--- config.mk ---
export PLATFORM = sky130hd
export DESIGN_NAME = periph_read_mux
export DESIGN_NICKNAME = d
export VERILOG_FILES = /design/src/rtl/periph_read_mux.sv
export SDC_FILE = /design/constraint.sdc
export NUM_CORES = 1
export LEC_CHECK = 0
export CORE_AREA = 2 2 134 136
export CTS_BUF_LIST = sky130_fd_sc_hd__clkbuf_16
export DETAILED_ROUTE_END_ITERATION = 6
export DIE_AREA = 0 0 136 138
export GPL_TIMING_DRIVEN = 0
export HOLD_SLACK_MARGIN = 0.06
export SYNTH_ARGS = -nofsm -noshare
export SYNTH_HDL_FRONTEND = slang
export SYNTH_SLANG_ARGS = --single-unit
--- constraint.sdc ---
create_clock -name clk -period 5.3 [get_ports clk]
set_clock_uncertainty 0.15 [all_clocks]
set_input_delay 0.795 -clock clk [delete_from_list [all_inputs] [get_ports clk]]
set_output_delay 0.795 -clock clk [all_outputs]
set_load 0.01 [all_outputs]
--- src/rtl/periph_read_mux.sv ---
// Registered read-back mux between the CPU data bus and the peripheral bank.
// Optional WAIT timeout is built only when PERIPH_READ_TIMEOUT_EN is defined.
module periph_read_mux #(
  parameter int DATA_W   = 32,
  parameter int N_CH     = 8,
  parameter int SEL_W    = 3,
  parameter int ADDR_LSB = 2,
  parameter int TIMEOUT  = 15
) (
  input  logic                     clk,
  input  logic                     rst_n,
  input  logic                     rd_en,
  input  logic [31:0]              addr,
  input  logic [N_CH*DATA_W-1:0]   ch_data,
  input  logic [N_CH-1:0]          ch_ready,
  output logic [N_CH-1:0]          ch_rd_strobe,
  output logic [DATA_W-1:0]        read_data,
  output logic                     rd_valid,
  output logic                     rd_err,
  output logic                     busy
);

  typedef enum logic [0:0] {
    ST_IDLE = 1'b0,
    ST_WAIT = 1'b1
  } state_e;

  localparam logic [SEL_W:0] NCH_L    = (SEL_W+1)'(N_CH);
  localparam logic [31:0]    SEL_MASK = ((32'd1 << SEL_W) - 32'd1) << ADDR_LSB;

  state_e              state_q;
  logic [SEL_W-1:0]    sel_q;
  logic [DATA_W-1:0]   read_data_q;
  logic                rd_valid_q;
  logic                rd_err_q;

  logic [SEL_W-1:0]    sel_s;
  logic                sel_mapped_s;
  logic                sel_ready_s;
  logic [DATA_W-1:0]   sel_data_s;
  logic                timeout_s;
  logic                unused_addr_s;

  assign sel_s         = addr[ADDR_LSB +: SEL_W];
  assign sel_mapped_s  = ({1'b0, sel_s} < NCH_L);
  assign unused_addr_s = ^(addr & ~SEL_MASK);

`ifdef PERIPH_READ_TIMEOUT_EN
  localparam int               CNT_W    = $clog2(TIMEOUT + 1);
  localparam logic [CNT_W-1:0] CNT_LAST = CNT_W'(TIMEOUT - 1);

  logic [CNT_W-1:0] cnt_q;
  // Counter holds the number of ready-less WAIT cycles already elapsed.
  assign timeout_s = (cnt_q == CNT_LAST);
`else
  assign timeout_s = 1'b0;
`endif

  // AND-OR select of the latched channel's ready bit and data word.
  always_comb begin
    sel_ready_s = 1'b0;
    sel_data_s  = '0;
    for (int k = 0; k < N_CH; k++) begin
      sel_ready_s = sel_ready_s | (ch_ready[k] & (sel_q == SEL_W'(k)));
      sel_data_s  = sel_data_s |
                    (ch_data[k*DATA_W +: DATA_W] & {DATA_W{sel_q == SEL_W'(k)}});
    end
  end

  // Pop strobe coincides with the capture edge so FIFOs advance exactly once.
  always_comb begin
    ch_rd_strobe = '0;
    for (int k = 0; k < N_CH; k++) begin
      ch_rd_strobe[k] = (state_q == ST_WAIT) && (sel_q == SEL_W'(k)) && ch_ready[k];
    end
  end

  // Read FSM with registered result and single-cycle valid/error pulses.
  always_ff @(posedge clk or negedge rst_n) begin
    if (!rst_n) begin
      state_q     <= ST_IDLE;
      sel_q       <= '0;
      read_data_q <= '0;
      rd_valid_q  <= 1'b0;
      rd_err_q    <= 1'b0;
`ifdef PERIPH_READ_TIMEOUT_EN
      cnt_q       <= '0;
`endif
    end else begin
      rd_valid_q <= 1'b0;
      rd_err_q   <= 1'b0;
      case (state_q)
        ST_IDLE: begin
          if (rd_en && sel_mapped_s) begin
            state_q <= ST_WAIT;
            sel_q   <= sel_s;
`ifdef PERIPH_READ_TIMEOUT_EN
            cnt_q   <= '0;
`endif
          end else if (rd_en) begin
            read_data_q <= '0;
            rd_valid_q  <= 1'b1;
            rd_err_q    <= 1'b1;
          end else begin
            state_q <= ST_IDLE;
          end
        end
        ST_WAIT: begin
          if (sel_ready_s) begin
            read_data_q <= sel_data_s;
            rd_valid_q  <= 1'b1;
            state_q     <= ST_IDLE;
          end else if (timeout_s) begin
            read_data_q <= '0;
            rd_valid_q  <= 1'b1;
            rd_err_q    <= 1'b1;
            state_q     <= ST_IDLE;
          end else begin
            state_q <= ST_WAIT;
`ifdef PERIPH_READ_TIMEOUT_EN
            cnt_q   <= cnt_q + CNT_W'(1);
`endif
          end
        end
        default: begin
          state_q <= ST_IDLE;
        end
      endcase
    end
  end

  assign read_data = read_data_q;
  assign rd_valid  = rd_valid_q;
  assign rd_err    = rd_err_q;
  assign busy      = (state_q == ST_WAIT);

endmodule

==> results of run 1 <==
==> layout make-up <==
type                            count  area, sq um
Fill cell                        1783        11120
Timing Repair Buffer              311         3108
Sequential cell                    37        925.9
Clock buffer                        5        125.1
Buffer                             37        198.9
Multi-Input combinational cell    221         1757
Tap cell                          229        286.5
Clock inverter                      3        13.76
==> worst register-to-register path: stages (launching register included) <==
cell                       delay [ns]
sky130_fd_sc_hd__dfrtp_1         0.32
sky130_fd_sc_hd__clkbuf_1        0.42
sky130_fd_sc_hd__nor3b_1         0.96
sky130_fd_sc_hd__clkbuf_1        0.84
sky130_fd_sc_hd__a22oi_1         0.16
sky130_fd_sc_hd__nand4_1         0.19
sky130_fd_sc_hd__mux2_1          0.14
==> worst max-delay path by stage <==
stage,startpoint,to,slack (ns),cells after the start
3_3_place_gp,sel_q[2]$_DFFE_PN0P_,ch_rd_strobe[4],1.10,5
5_1_grt,sel_q[2]$_DFFE_PN0P_,ch_rd_strobe[4],0.63,5
4_1_cts,sel_q[2]$_DFFE_PN0P_,ch_rd_strobe[4],0.74,5
6_report,sel_q[2]$_DFFE_PN0P_,ch_rd_strobe[4],0.75,5
3_5_place_dp,sel_q[2]$_DFFE_PN0P_,ch_rd_strobe[4],1.05,5
2_1_floorplan,sel_q[2]$_DFFE_PN0P_,ch_rd_strobe[4],2.81,4
==> logic make-up (layout without fill, tap and decap cells) <==
logic type,count (synthesis),after routing,share of synthesized area (%)
compound gates,128,128,33.35
buf+inv,37,356,6.904
flops,37,37,32.13
mux,40,40,15.85
other cells,1,1,0.1301
simple gates,52,52,11.64
==> sequential cells by signal (all words and copies together) (netlist names) <==
register / flops
busy: 1
rd_valid: 1
read_data: 32
sel_q: 3
==> placed cells by master (no fill, tap or decap), drive strengths merged <==
cell,instances
a22oi,128
mux2,35
mux4,1
dfrtp,37
conb,1
mux2i,4
and3b,3
nor2,2
buf,8
nor3,1
inv,1
clkdlybuf4s50,310
clkinv,2
and3,9
nor3b,3
nand4,32
clkbuf,35
nor2b,2
==> power by group through the flow <==
stage,Sequential [mW],Combinational (mW),Clock (mW)
after global placement,0.501,2.06,0
final,0.507,2.07,0.288
after global routing,0.522,2.20,0.310
after detailed placement,0.508,2.08,0
after CTS,0.505,2.09,0.300
after floorplan,0.564,0.978,0
==> metal layers <==
metal  share of wire, %  wire, um
met2                 49     10150
met5                  0         0
met3                8.3      1704
met4                2.1       424
met1                 40      8334
==> metrics by stage <==
step                setup slack (ns)  hold WS (ns)  cells  instance area (sq um)
finish                        0.7459        0.3332    843                   6415
global route                  0.6343        0.3581    843                   6415
CTS                           0.7389        0.3386    843                   6415
detailed placement             1.048        0.3253    835                   6276
global placement               1.101        0.3171    835                   6281
floorplan                      2.813        0.3494    295                   2882
==> report_table.html, run 1 <==
<table>
<tr><th>Metric</th><th>Value</th></tr>
<tr><th colspan="2">Yosys</th></tr>
<tr><td>Dominant cell by count in the synthesized netlist</td><td>sky130_fd_sc_hd__a22oi_1</td></tr>
<tr><td>Top FF cell, synth</td><td>sky130_fd_sc_hd__dfrtp_1</td></tr>
<tr><td>Cell types with the largest area share after synthesis</td><td>sky130_fd_sc_hd__a22oi_1 (33%), sky130_fd_sc_hd__dfrtp_1 (32%), sky130_fd_sc_hd__mux2_1 (11%)</td></tr>
<tr><td>Flip-flop and latch count after synthesis</td><td>37</td></tr>
<tr><td>Cell type with the highest aggregate area in the netlist</td><td>sky130_fd_sc_hd__a22oi_1</td></tr>
<tr><td>Total number of yosys warnings</td><td>0</td></tr>
<tr><td>Post-synthesis instance area</td><td>0.002882 sq mm</td></tr>
<tr><td>Number of synthesized flops with an enable pin</td><td>0</td></tr>
<tr><td>Sequential-to-total area share from yosys stat</td><td>32.13%</td></tr>
<tr><td>Gate count after technology mapping</td><td>295</td></tr>
<tr><td>Synth cell count leaders</td><td>sky130_fd_sc_hd__a22oi_1 (128), sky130_fd_sc_hd__dfrtp_1 (37), sky130_fd_sc_hd__nand4_1 (32)</td></tr>
<tr><td>Number of library cell types mapped by synthesis</td><td>21</td></tr>
<tr><td>Share of Yosys cell area claimed by the top area cell type</td><td>33.35%</td></tr>
<tr><td>Avg Synthesized Cell Area</td><td>9.768 sq um</td></tr>
<tr><td>Async set or reset register ratio after synthesis</td><td>100.0%</td></tr>
<tr><td>Net count after synthesis</td><td>594</td></tr>
<tr><th colspan="2">Finish</th></tr>
<tr><td>Ratio of cells with drive above 1 in the final layout</td><td>3.909%</td></tr>
<tr><td>Fin nets</td><td>912</td></tr>
<tr><td>Area overhead of the layout relative to synthesis</td><td>122.6%</td></tr>
<tr><td>Final cell utilization of the core</td><td>36.58%</td></tr>
<tr><td>Diode insertion count for antenna repair</td><td>0</td></tr>
<tr><th colspan="2">Routing</th></tr>
<tr><td>DRC errors left</td><td>0</td></tr>
<tr><td>Iter 0 DRT Violations</td><td>321</td></tr>
<tr><td>Detailed-route wire length per cell</td><td>24.45 um</td></tr>
<tr><td>Vias post-DR</td><td>4215</td></tr>
<tr><td>Number of vias per cell</td><td>5.000</td></tr>
<tr><td>Detailed-router iteration count before antenna repair</td><td>5</td></tr>
<tr><td>Final antenna-violating net count</td><td>0</td></tr>
<tr><td>Total wire length after detailed routing</td><td>20610 um</td></tr>
<tr><th colspan="2">Clocking</th></tr>
<tr><td>Worst-path clk slew</td><td>0.06 ns</td></tr>
<tr><td>TritonCTS clock tree</td><td>yes</td></tr>
<tr><td>Number of post-CTS setup repair buffers</td><td>0</td></tr>
<tr><td>CTS Buf Count</td><td>5</td></tr>
<tr><td>H-tree Lvls</td><td>2</td></tr>
<tr><td>Clk root buf</td><td>sky130_fd_sc_hd__clkbuf_16</td></tr>
<tr><td>Clk Latency, worst-skew pair</td><td>0.28 ns</td></tr>
<tr><td>Total of cells resized after clock tree synthesis</td><td>0</td></tr>
<tr><td>Count of hold-fix buffers inserted at cts</td><td>0</td></tr>
<tr><td>Total clock sinks</td><td>37</td></tr>
<tr><td>Max clock buf depth</td><td>2</td></tr>
<tr><th colspan="2">Power and ir drop</th></tr>
<tr><td>Leakage component of the power</td><td>2.350 nW</td></tr>
<tr><td>Pwr per Cell Area</td><td>446.4 mW/mm^2</td></tr>
<tr><td>Sw frac</td><td>44.98%</td></tr>
<tr><td>Peak VDD IR</td><td>0.2437 mV</td></tr>
<tr><td>Clock Power Share</td><td>10.1%</td></tr>
<tr><td>Total internal power</td><td>1.576 mW</td></tr>
<tr><td>Share of total power in sequential cells</td><td>17.7%</td></tr>
<tr><td>Total net switching power</td><td>1.288 mW</td></tr>
<tr><td>Combinational cell fraction of total power</td><td>72.2%</td></tr>
<tr><td>Final Total Pwr</td><td>2.864 mW</td></tr>
<tr><th colspan="2">Setup path</th></tr>
<tr><td>Most prevalent standard cell on the critical path</td><td>sky130_fd_sc_hd__clkbuf_1</td></tr>
<tr><td>Required time of the critical path</td><td>4.36 ns</td></tr>
<tr><td>Capturing element type of the critical path</td><td>output port</td></tr>
<tr><td>Type of element launching the critical path</td><td>flop</td></tr>
<tr><td>Worst stage delay on the critical path</td><td>0.96 ns</td></tr>
<tr><td>Worst path arrival time</td><td>3.61 ns</td></tr>
<tr><td>Kind of cell adding the most delay to the critical path</td><td>buffers and inverters</td></tr>
<tr><td>Sequence of cells on the critical path</td><td>clkbuf_1 -&gt; nor3b_1 -&gt; clkbuf_1 -&gt; and3_1 -&gt; clkdlybuf4s50_1</td></tr>
<tr><td>Reg-to-reg critical path endpoint</td><td>read_data[2]$_DFFE_PN0P_</td></tr>
<tr><td>Worst R2R Setup Slack</td><td>2.06 ns</td></tr>
<tr><td>Largest fanout on the critical path</td><td>10</td></tr>
<tr><td>Standard cell with the maximum stage delay on the critical path</td><td>sky130_fd_sc_hd__nor3b_1</td></tr>
<tr><td>Category of the most critical setup path</td><td>flop to output port</td></tr>
<tr><td>Startpoint of the most critical register-to-register path</td><td>sel_q[2]$_DFFE_PN0P_</td></tr>
<tr><td>R2r worst-path depth</td><td>6</td></tr>
<tr><td>Worst path buffer plus inverter count</td><td>3</td></tr>
<tr><th colspan="2">Global route</th></tr>
<tr><td>Total overflow reported by the global router</td><td>0</td></tr>
<tr><td>GRT Resource Usage Total</td><td>20.72%</td></tr>
<tr><td>Number of global-route vias before repair</td><td>4429</td></tr>
<tr><td>Largest net degree at the start of global routing</td><td>38</td></tr>
<tr><td>Global Route met3 Usage</td><td>3.850%</td></tr>
<tr><td>Initial antenna violation count</td><td>0</td></tr>
<tr><td>First-pass GRT wire length</td><td>27930 um</td></tr>
<tr><td>Met2 global-route usage</td><td>36.47%</td></tr>
<tr><td>GRT busiest layer</td><td>met2</td></tr>
<tr><td>Met1 usage in global routing</td><td>25.55%</td></tr>
<tr><th colspan="2">Worst hold path</th></tr>
<tr><td>Endpoint, Worst Hold</td><td>read_data[28]$_DFFE_PN0P_</td></tr>
<tr><td>Worst hold path cell count</td><td>1</td></tr>
<tr><td>Hold Path Origin</td><td>read_data[28]$_DFFE_PN0P_</td></tr>
<tr><td>Hold crit path type</td><td>flop to flop</td></tr>
<tr><th colspan="2">Place</th></tr>
<tr><td>Input/output buffers</td><td>311</td></tr>
<tr><td>Post-DP HPWL</td><td>15460 um</td></tr>
<tr><td>Final weighted congestion in routability-driven placement</td><td>0.8970</td></tr>
<tr><th colspan="2">STA</th></tr>
<tr><td>Minimum clock period</td><td>4.554 ns</td></tr>
<tr><td>Hold Violations, Final</td><td>0</td></tr>
<tr><td>Final number of max-transition violations</td><td>0</td></tr>
<tr><td>Post-route fraction of the period consumed by the critical path</td><td>85.93%</td></tr>
<tr><td>RSZ-0062 raised after global routing</td><td>false</td></tr>
<tr><td>Slew at the pin closest to its max-slew limit</td><td>1.114 ns</td></tr>
<tr><td>Finish-stage setup viols</td><td>0</td></tr>
<tr><td>Maximum operating frequency</td><td>219.6 MHz</td></tr>
<tr><td>Max-Slew Margin vs Limit</td><td>25.56%</td></tr>
<tr><td>Total negative setup slack</td><td>0 ns</td></tr>
<tr><th colspan="2">Flow run</th></tr>
<tr><td>Reported max-cap violation count</td><td>0</td></tr>
<tr><th colspan="2">Floorplan</th></tr>
<tr><td>Die Outline Area</td><td>0.01877 sq mm</td></tr>
<tr><td>Core Box Area</td><td>0.01753 sq mm</td></tr>
<tr><td>Die X</td><td>136 um</td></tr>
<tr><td>Die outline height</td><td>138 um</td></tr>
<tr><td>Starting density of the core</td><td>16.43%</td></tr>
<tr><td># IOs</td><td>342</td></tr>
<tr><td>Number of cell rows</td><td>49</td></tr>
<tr><th colspan="2">Status</th></tr>
<tr><td>Result of the run</td><td>complete, no violations</td></tr>
</table>
Power figures use the tool's default switching activity.
==> inputs of run 2 (changes only) <==
--- a/config.mk
+++ b/config.mk
@@ -11,6 +11,7 @@
 export DIE_AREA = 0 0 136 138
 export GPL_TIMING_DRIVEN = 0
 export HOLD_SLACK_MARGIN = 0.06
+export SKIP_CTS_REPAIR_TIMING = 1
 export SYNTH_ARGS = -nofsm -noshare
 export SYNTH_HDL_FRONTEND = slang
 export SYNTH_SLANG_ARGS = --single-unit
==> results of run 2 <==
No change in the layout: final DEF, timing and power equal those of run 1.
==> inputs of run 3 (changes only) <==
--- a/config.mk
+++ b/config.mk
@@ -6,7 +6,6 @@
 export NUM_CORES = 1
 export LEC_CHECK = 0
 export CORE_AREA = 2 2 134 136
-export CTS_BUF_LIST = sky130_fd_sc_hd__clkbuf_16
 export DETAILED_ROUTE_END_ITERATION = 6
 export DIE_AREA = 0 0 136 138
 export GPL_TIMING_DRIVEN = 0
==> report_table.html, run 3 (synthesis gave the netlist of run 1 again) <==
<table>
<tr><th>Metric</th><th>Value</th></tr>
<tr><th colspan="2">STA</th></tr>
<tr><td>Hold Violations, Final</td><td>0 (unchanged)</td></tr>
<tr><td>RSZ-0062 raised after global routing</td><td>false (unchanged)</td></tr>
<tr><td>Hold_ws</td><td>0.3332 ns (unchanged)</td></tr>
<tr><td>Max-Slew Margin vs Limit</td><td>25.56% (unchanged)</td></tr>
<tr><td>Maximum operating frequency</td><td>219.6 MHz (about the same)</td></tr>
<tr><td>Final number of max-transition violations</td><td>0 (unchanged)</td></tr>
<tr><td>Finish-stage setup viols</td><td>0 (unchanged)</td></tr>
<tr><td>Total negative setup slack</td><td>0 ns (unchanged)</td></tr>
<tr><td>Slew at the pin closest to its max-slew limit</td><td>1.114 ns (unchanged)</td></tr>
<tr><td>Minimum clock period</td><td>4.554 ns (about the same)</td></tr>
<tr><td>Post-route fraction of the period consumed by the critical path</td><td>85.93% (about the same)</td></tr>
<tr><th colspan="2">Setup path</th></tr>
<tr><td>Worst path arrival time</td><td>3.61 ns (about the same)</td></tr>
<tr><td>Type of element launching the critical path</td><td>flop (unchanged)</td></tr>
<tr><td>Capturing element type of the critical path</td><td>output port (unchanged)</td></tr>
<tr><td>Reg-to-reg critical path endpoint</td><td>read_data[2]$_DFFE_PN0P_ (unchanged)</td></tr>
<tr><td>Largest fanout on the critical path</td><td>10 (unchanged)</td></tr>
<tr><td>R2r worst-path depth</td><td>6 (unchanged)</td></tr>
<tr><td>Category of the most critical setup path</td><td>flop to output port (unchanged)</td></tr>
<tr><td>Required time of the critical path</td><td>4.36 ns (about the same)</td></tr>
<tr><td>Worst R2R Setup Slack</td><td>2.06 ns (about the same)</td></tr>
<tr><td>Startpoint of the most critical register-to-register path</td><td>sel_q[2]$_DFFE_PN0P_ (unchanged)</td></tr>
<tr><th colspan="2">Finish</th></tr>
<tr><td>Ratio of cells with drive above 1 in the final layout</td><td>3.909% (unchanged)</td></tr>
<tr><td>Fin nets</td><td>912 (unchanged)</td></tr>
<tr><td>Fill cell total of the finished layout</td><td>1783 (unchanged)</td></tr>
<tr><td>Finished Layout Cells</td><td>843 (unchanged)</td></tr>
<tr><td>Leading cell type in the layout, fill and taps excluded</td><td>sky130_fd_sc_hd__clkdlybuf4s50_1 (unchanged)</td></tr>
<tr><td>Number of flip-flops under the largest register name</td><td>32 (unchanged)</td></tr>
<tr><td>Area overhead of the layout relative to synthesis</td><td>122.6% (unchanged)</td></tr>
<tr><td>Commonest cells after routing, fill and taps aside</td><td>sky130_fd_sc_hd__clkdlybuf4s50_1 (310), sky130_fd_sc_hd__a22oi_1 (128), sky130_fd_sc_hd__dfrtp_1 (37) (unchanged)</td></tr>
<tr><td>Diode insertion count for antenna repair</td><td>0 (unchanged)</td></tr>
<tr><th colspan="2">Power and ir drop</th></tr>
<tr><td>Leakage component of the power</td><td>2.346 nW (was 2.350 nW)</td></tr>
<tr><td>Peak VDD IR</td><td>0.2437 mV (about the same)</td></tr>
<tr><td>Pwr per Cell Area</td><td>446.7 mW/mm^2 (was 446.4 mW/mm^2)</td></tr>
<tr><th colspan="2">Clocking</th></tr>
<tr><td>Total clock sinks</td><td>37 (unchanged)</td></tr>
<tr><td>Worst-path clk slew</td><td>0.06 ns (about the same)</td></tr>
<tr><td>Clk root buf</td><td>sky130_fd_sc_hd__clkbuf_16 (unchanged)</td></tr>
<tr><td>CTS Buf Count</td><td>5 (unchanged)</td></tr>
<tr><td>Max clock buf depth</td><td>2 (unchanged)</td></tr>
<tr><td>TritonCTS clock tree</td><td>yes (unchanged)</td></tr>
<tr><td>Clk Latency, worst-skew pair</td><td>0.28 ns (about the same)</td></tr>
<tr><td>H-tree Lvls</td><td>2 (unchanged)</td></tr>
<tr><th colspan="2">Floorplan</th></tr>
<tr><td>Die X</td><td>136 um (unchanged)</td></tr>
<tr><td>Die outline height</td><td>138 um (unchanged)</td></tr>
<tr><td>Die Outline Area</td><td>0.01877 sq mm (unchanged)</td></tr>
<tr><td>Starting density of the core</td><td>16.43% (unchanged)</td></tr>
<tr><td># IOs</td><td>342 (unchanged)</td></tr>
<tr><td>Core Box Area</td><td>0.01753 sq mm (unchanged)</td></tr>
<tr><td>Number of cell rows</td><td>49 (unchanged)</td></tr>
<tr><th colspan="2">Routing</th></tr>
<tr><td>Total wire length after detailed routing</td><td>20610 um (unchanged)</td></tr>
<tr><td>Met2 wire length</td><td>10140 um (was 10150 um)</td></tr>
<tr><td>Detailed-route wire length per cell</td><td>24.45 um (unchanged)</td></tr>
<tr><td>Number of vias per cell</td><td>4.999 (was 5.000)</td></tr>
<tr><td>Detailed route wirelength on metal3</td><td>1704 um (unchanged)</td></tr>
<tr><td>Final antenna-violating net count</td><td>0 (unchanged)</td></tr>
<tr><td>Top Layer Used</td><td>met4 (unchanged)</td></tr>
<tr><td>Detailed-router iteration count before antenna repair</td><td>5 (unchanged)</td></tr>
<tr><td>DRC errors left</td><td>0 (unchanged)</td></tr>
<tr><td>Vias post-DR</td><td>4214 (was 4215)</td></tr>
<tr><td>Total routed wire length on the met1 layer</td><td>8342 um (was 8334 um)</td></tr>
<tr><td>Iter 0 DRT Violations</td><td>321 (unchanged)</td></tr>
<tr><th colspan="2">Global route</th></tr>
<tr><td>Largest net degree at the start of global routing</td><td>38 (unchanged)</td></tr>
<tr><td>GRT Resource Usage Total</td><td>20.72% (unchanged)</td></tr>
<tr><td>Total overflow reported by the global router</td><td>0 (unchanged)</td></tr>
<tr><td>Initial antenna violation count</td><td>0 (unchanged)</td></tr>
<tr><td>Number of global-route vias before repair</td><td>4429 (unchanged)</td></tr>
<tr><td>First-pass GRT wire length</td><td>27930 um (unchanged)</td></tr>
<tr><th colspan="2">Place</th></tr>
<tr><td>Input/output buffers</td><td>311 (unchanged)</td></tr>
<tr><td>Final weighted congestion in routability-driven placement</td><td>0.8970 (unchanged)</td></tr>
<tr><td>Cell count after placement</td><td>835 (unchanged)</td></tr>
<tr><td>Post-DP HPWL</td><td>15460 um (unchanged)</td></tr>
<tr><th colspan="2">Status</th></tr>
<tr><td>Result of the run</td><td>complete, no violations (unchanged)</td></tr>
<tr><th colspan="2">Worst hold path</th></tr>
<tr><td>Endpoint, Worst Hold</td><td>read_data[28]$_DFFE_PN0P_ (unchanged)</td></tr>
<tr><td>Hold Path Origin</td><td>read_data[28]$_DFFE_PN0P_ (unchanged)</td></tr>
<tr><td>Hold crit path type</td><td>flop to flop (unchanged)</td></tr>
<tr><td>Worst hold path cell count</td><td>1 (unchanged)</td></tr>
<tr><th colspan="2">Flow run</th></tr>
<tr><td>Reported max-cap violation count</td><td>0 (unchanged)</td></tr>
</table>
==> run 3: cell count changes in the layout (fill, tap and decap cells not counted) <==
cell,before,now
sky130_fd_sc_hd__clkbuf_1,30,31
sky130_fd_sc_hd__inv_1,1,0
==> run 3: power by group <==
| group | leakage, nW | internal, mW | switching (mW) |
|---|---|---|---|
| sequential | 0.450 | 0.435 | 0.0722 |
| clock | 0.0706 | 0.173 | 0.117 |
| combinational | 1.83 | 0.970 | 1.10 |
==> run 3: through the flow <==
stage	cell area [sq um]	power [mW]	worst slack, ns	util, %
2_1_floorplan	2882	1.542	2.813	-
3_3_place_gp	6281	2.557	1.101	35.82
3_5_place_dp	6276	2.590	1.048	35.79
4_1_cts	6415	2.893	0.7389	36.58
5_1_grt	6415	3.033	0.6343	36.58
6_report	6415	2.865	0.7459	36.58
==> run 3: area by class of cell <==
cell class / instances / area [sq um] / share of cell area (%)
multi-input cells: 221 / 1757 / 27.38
clock buffers: 6 / 128.9 / 2.009
plain buffers: 37 / 198.9 / 3.101
well taps: 229 / 286.5 / 4.467
flip-flops and latches: 37 / 925.9 / 14.43
repair buffers: 311 / 3108 / 48.45
clock inverters: 2 / 10.01 / 0.1560
==> run 3: metal layers <==
metal  vias to the layer above  global-route usage [%]
met4                         0                   5.921
met2                       278                   36.47
met3                        29                   3.850
met5                         -                       0
li1                       1876                       -
met1                      2031                   25.55
==> run 3: how the worst max path moves through the flow <==
| stage | startpoint | to | slack (ns) | depth (start not counted) |
|---|---|---|---|---|
| 2_1_floorplan | sel_q[2]$_DFFE_PN0P_ | ch_rd_strobe[4] | 2.81 | 4 |
| 3_3_place_gp | sel_q[2]$_DFFE_PN0P_ | ch_rd_strobe[4] | 1.10 | 5 |
| 3_5_place_dp | sel_q[2]$_DFFE_PN0P_ | ch_rd_strobe[4] | 1.05 | 5 |
| 4_1_cts | sel_q[2]$_DFFE_PN0P_ | ch_rd_strobe[4] | 0.74 | 5 |
| 5_1_grt | sel_q[2]$_DFFE_PN0P_ | ch_rd_strobe[4] | 0.63 | 5 |
| 6_report | sel_q[2]$_DFFE_PN0P_ | ch_rd_strobe[4] | 0.75 | 5 |
==> run 3: worst max-delay path: stages, from the launching register on <==
cell	delay [ns]
sky130_fd_sc_hd__dfrtp_1	0.32
sky130_fd_sc_hd__clkbuf_1	0.42
sky130_fd_sc_hd__nor3b_1	0.96
sky130_fd_sc_hd__clkbuf_1	0.84
sky130_fd_sc_hd__and3_1	0.26
sky130_fd_sc_hd__clkdlybuf4s50_1	0.53
==> variant 1: new RTL, settings of run 2 <==
Make the reset (`rst_n`) synchronous in one clocked block.
--- a/src/rtl/periph_read_mux.sv
+++ b/src/rtl/periph_read_mux.sv
@@ -77,5 +77,5 @@
 
   // Read FSM with registered result and single-cycle valid/error pulses.
-  always_ff @(posedge clk or negedge rst_n) begin
+  always_ff @(posedge clk) begin
     if (!rst_n) begin
       state_q     <= ST_IDLE;
Check against the original RTL: differs if rst_n is asserted again (counterexample within 4 cycles, from zero or initial values and one cycle with rst_n low); with rst_n held inactive, the same outputs for 10 cycles.
==> variant 1 against run 2 <==
  * Area after synthesis grew 21%
  * Sequential cell count is the same
  * Critical path depth up 2
  * Cell area increased by 9.4%
  * Count of clock-buffer cells in the layout is the same
  * Setup slack better by 940 ps
  * Via count grew 8.7%
  * Global-route usage is 0.58 points higher
  * Wire length grew 1.3%
Power is not compared: it rests on default switching activity, and its combinational part moved more than twofold at a synthesized area within 25%.
==> variant 1: results (changes against run 2) <==
detailed_routing:
  vias: 4581  # +8.7%
  initialDrtViolationCount: 171  # -47%
  dr_wl_met3_mm: 1.59  # -6.5%
  firstDrtPassIters: 6  # +1
  wl_met2_mm: 9.83  # -3.2%
timing:
  worst_pin_slew_ps: 871  # -243 ps
logic_synthesis:
  synth_top_cells_by_area: "dfxtp_1, mux2i_1, a221oi_1, mux2_2, a22oi_1"
  synth_common_cells: "mux2i_1, dfxtp_1, a221oi_1"
  synthDistinctLibCells: 43  # +100%
  ys.flop_type: "dfxtp_1"
  synthArstFlopShare_pct: 0  # -100 points
  yosysSeqAreaShare_pct: 21.2  # -11 points
  synth_nets: 699  # +18%
  synth_compound_area_share_pct: 33.5  # +0.20 points
place:
  dpl_cell_area_sq_um: 6880  # +9.6%
  dp_hpwl_mm: 16.8  # +8.8%
  post-place-ws_ps: 2000  # +955 ps
  place_congestion: 0.790  # -12%
  dpl.cell_count: 939  # +12%
critical_path:
  cp_slowest_cell: "clkdlybuf4s50_1"
  crit_arrival_ps: 2670  # -940 ps
  crit_path_max_incr_delay_ps: 540  # -420 ps
outcome:
  status: "complete, no violations"
cells_and_area:
  n_fill_cell: 1853  # +3.9%
  stdcell_count: 947  # +12%
  nonClkBufAreaFrac_pct: 48.1  # -3.4 points
  nNonClkBuffers: 356  # +2.3%
  sh_seq_area_pct: 10.6  # -3.9 points
  nNonClkInverters: 4  # +4
global_route:
  grt_max_degree: 13  # -66%
  grtUsageMet3_pct: 4.14  # +0.29 points
  grt_pass1_vias: 4782  # +8.0%
  grt_pass1_wl_mm: 29.8  # +6.6%
  grt_usage_pct: 21.3  # +0.58 points
variant 1: cell count changes in the layout (fill, tap and decap cells not counted), moves of 12 or more:
cell | run 2 | this run
dfxtp_1 | 0 | 37
dfrtp_1 | 37 | 0
clkbuf_1 | 30 | 9
mux2i_1 | 4 | 50
a22o_1 | 0 | 12
nand4_1 | 32 | 4
a221oi_1 | 0 | 35
o22ai_1 | 0 | 17
buf_2 | 2 | 21
a22oi_1 | 128 | 18
nor2_1 | 2 | 28
o2bb2ai_1 | 0 | 14
nand2_1 | 0 | 20
mux2_1 | 28 | 12
variant 1: worst paths after layout:
check	startpoint	to	slack (ps)	cells past startpoint
setup / recovery	sel_q[1]	ch_rd_strobe[2]	1690	7
hold / removal	read_data[1]	read_data[1]	300	2
setup reg to reg	sel_q[1]	read_data[25]	2870	7
hold reg to reg	read_data[1]	read_data[1]	300	2
variant 1: worst max-delay path, delay by kind of cell, from the launching register on:
family / cells / cell delay (ps)
simple gates: 2 / 390
buf+inv: 5 / 1670
flops: 1 / 310
==> variant 2: new RTL, flow settings as in run 2 <==
Made on the original files. The parameter `SEL_W` goes from 3 to 4.
--- a/src/rtl/periph_read_mux.sv
+++ b/src/rtl/periph_read_mux.sv
@@ -4,5 +4,5 @@
   parameter int DATA_W   = 32,
   parameter int N_CH     = 8,
-  parameter int SEL_W    = 3,
+  parameter int SEL_W    = 4,
   parameter int ADDR_LSB = 2,
   parameter int TIMEOUT  = 15
Behaviour: not the same (a bounded check fails within 4 cycles, from zero or initial values and one cycle with rst_n low).
==> variant 2 against run 2 <==
  * Sequential cell count up 2
  * Critical path depth rose by 2
  * Largest power group unchanged
  * Critical path type unchanged
  * Area after synthesis up 37%
  * Cell area rose by 17%
  * Power up 8.0%
  * Largest cell class unchanged
  * Setup slack better by 1000 ps
  * Wire length is 11% higher
  * Non-clock buffer count grew 1
  * Global-route usage grew 3.1 points
  * Count of clock-buffer cells in the layout is the same
  * Core utilization is 6.3 points higher
  * First-iteration DRC count grew 1.6%
==> variant 2: results (changes against run 2) <==
outcome:
  status: "complete, no violations"
logic_synthesis:
  synth.mux.area_fraction_pct: 36.8  # +21 points
  synthDistinctLibCells: 52  # +150%
  syn_area_per_cell_sq_um: 10.2  # +4.3%
  synthArstFlopShare_pct: 100  # unchanged
  yosysSeqAreaShare_pct: 24.7  # -7.4 points
  synth_top_cells_by_area: "dfrtp_1, mux2i_1, mux4_2, nand2_1, a22o_1"
  synth_common_cells: "mux2i_1, nand2_1, dfrtp_1"
  synth_nets: 687  # +16%
  synth_compound_area_share_pct: 16.2  # -17 points
global_route:
  grt_usage_pct: 23.9  # +3.1 points
  grt_pass1_vias: 5295  # +20%
  grt_pass1_wl_mm: 33.0  # +18%
  grt_max_degree: 37  # -2.6%
  grtUsageMet3_pct: 5.39  # +1.5 points
  use_met2_pct: 42.2  # +5.8 points
  use_met1_pct: 29.7  # +4.2 points
detailed_routing:
  vias_per_cell: 5.10  # +2.0%
  initialDrtViolationCount: 326  # +1.6%
  met1Wirelength_mm: 9.24  # +11%
  dr_wl_met3_mm: 1.84  # +8.0%
  post_drt_wl_per_cell_um: 24.4  # -0.17%
  wl_met2_mm: 11.5  # +13%
place:
  dpl_cell_area_sq_um: 7390  # +18%
  place_congestion: 0.884  # -1.4%
  port_buffers: 313  # +0.64%
  dp_hpwl_mm: 18.5  # +20%
  dpl.cell_count: 931  # +11%
timing:
  fmax_mhz: 283  # +29%
  worst_pin_slew_ps: 874  # -240 ps
critical_path:
  crit_path_max_incr_delay_ps: 540  # -420 ps
  r2r_cells: 7  # +1
  r2r_setup_slack_ps: 2730  # +670 ps
  worstSetupEndpoint: "ch_rd_strobe[3]"
  r2r_end: "read_data[8]"
  cp_slowest_cell: "clkdlybuf4s50_1"
  cpLargestDelayFamily: "buffers and inverters"
cells_and_area:
  stdcell_count: 939  # +11%
  layout.nets: 1008  # +11%
  drive_gt1_share_pct: 10.4  # +6.5 points
pwr:
  leakagePower_nw: 3.15  # +34%
  irDropWorstVdd_mv: 0.175  # -28%
cts:
  clockBufferDepth: 2  # unchanged
min_path:
  hp-class: "in -> async"
==> variant 2: how the worst min path moves through the flow <==
stage,depth (start not counted),end,start,slack [ps]
after floorplan,0,busy,rst_n,350
after global placement,2,read_data[14],read_data[14],370
after detailed placement,2,read_data[4],read_data[4],370
after CTS,1,rd_err,rst_n,160
after global routing,1,rd_err,rst_n,170
final,1,rd_err,rst_n,170
==> variant 2: area by class of cell <==
class                      count  area (sq um)
sequential                    39           976
inverter                       5          18.8
multi-input combinational    309          2740
clock inverter                 3          12.5
buffer                        35           219
timing repair buffer         314          3150
fill                        1714         10000
clock buffer                   5           125
tap                          229           287
==> variant 2: power breakdown <==
part | internal [mW] | switching (mW) | leakage (nW)
sequential | 0.407 | 0.0555 | 0.509
combinational | 1.10 | 1.23 | 2.57
clock | 0.171 | 0.127 | 0.0762
total | 1.68 | 1.41 | 3.15
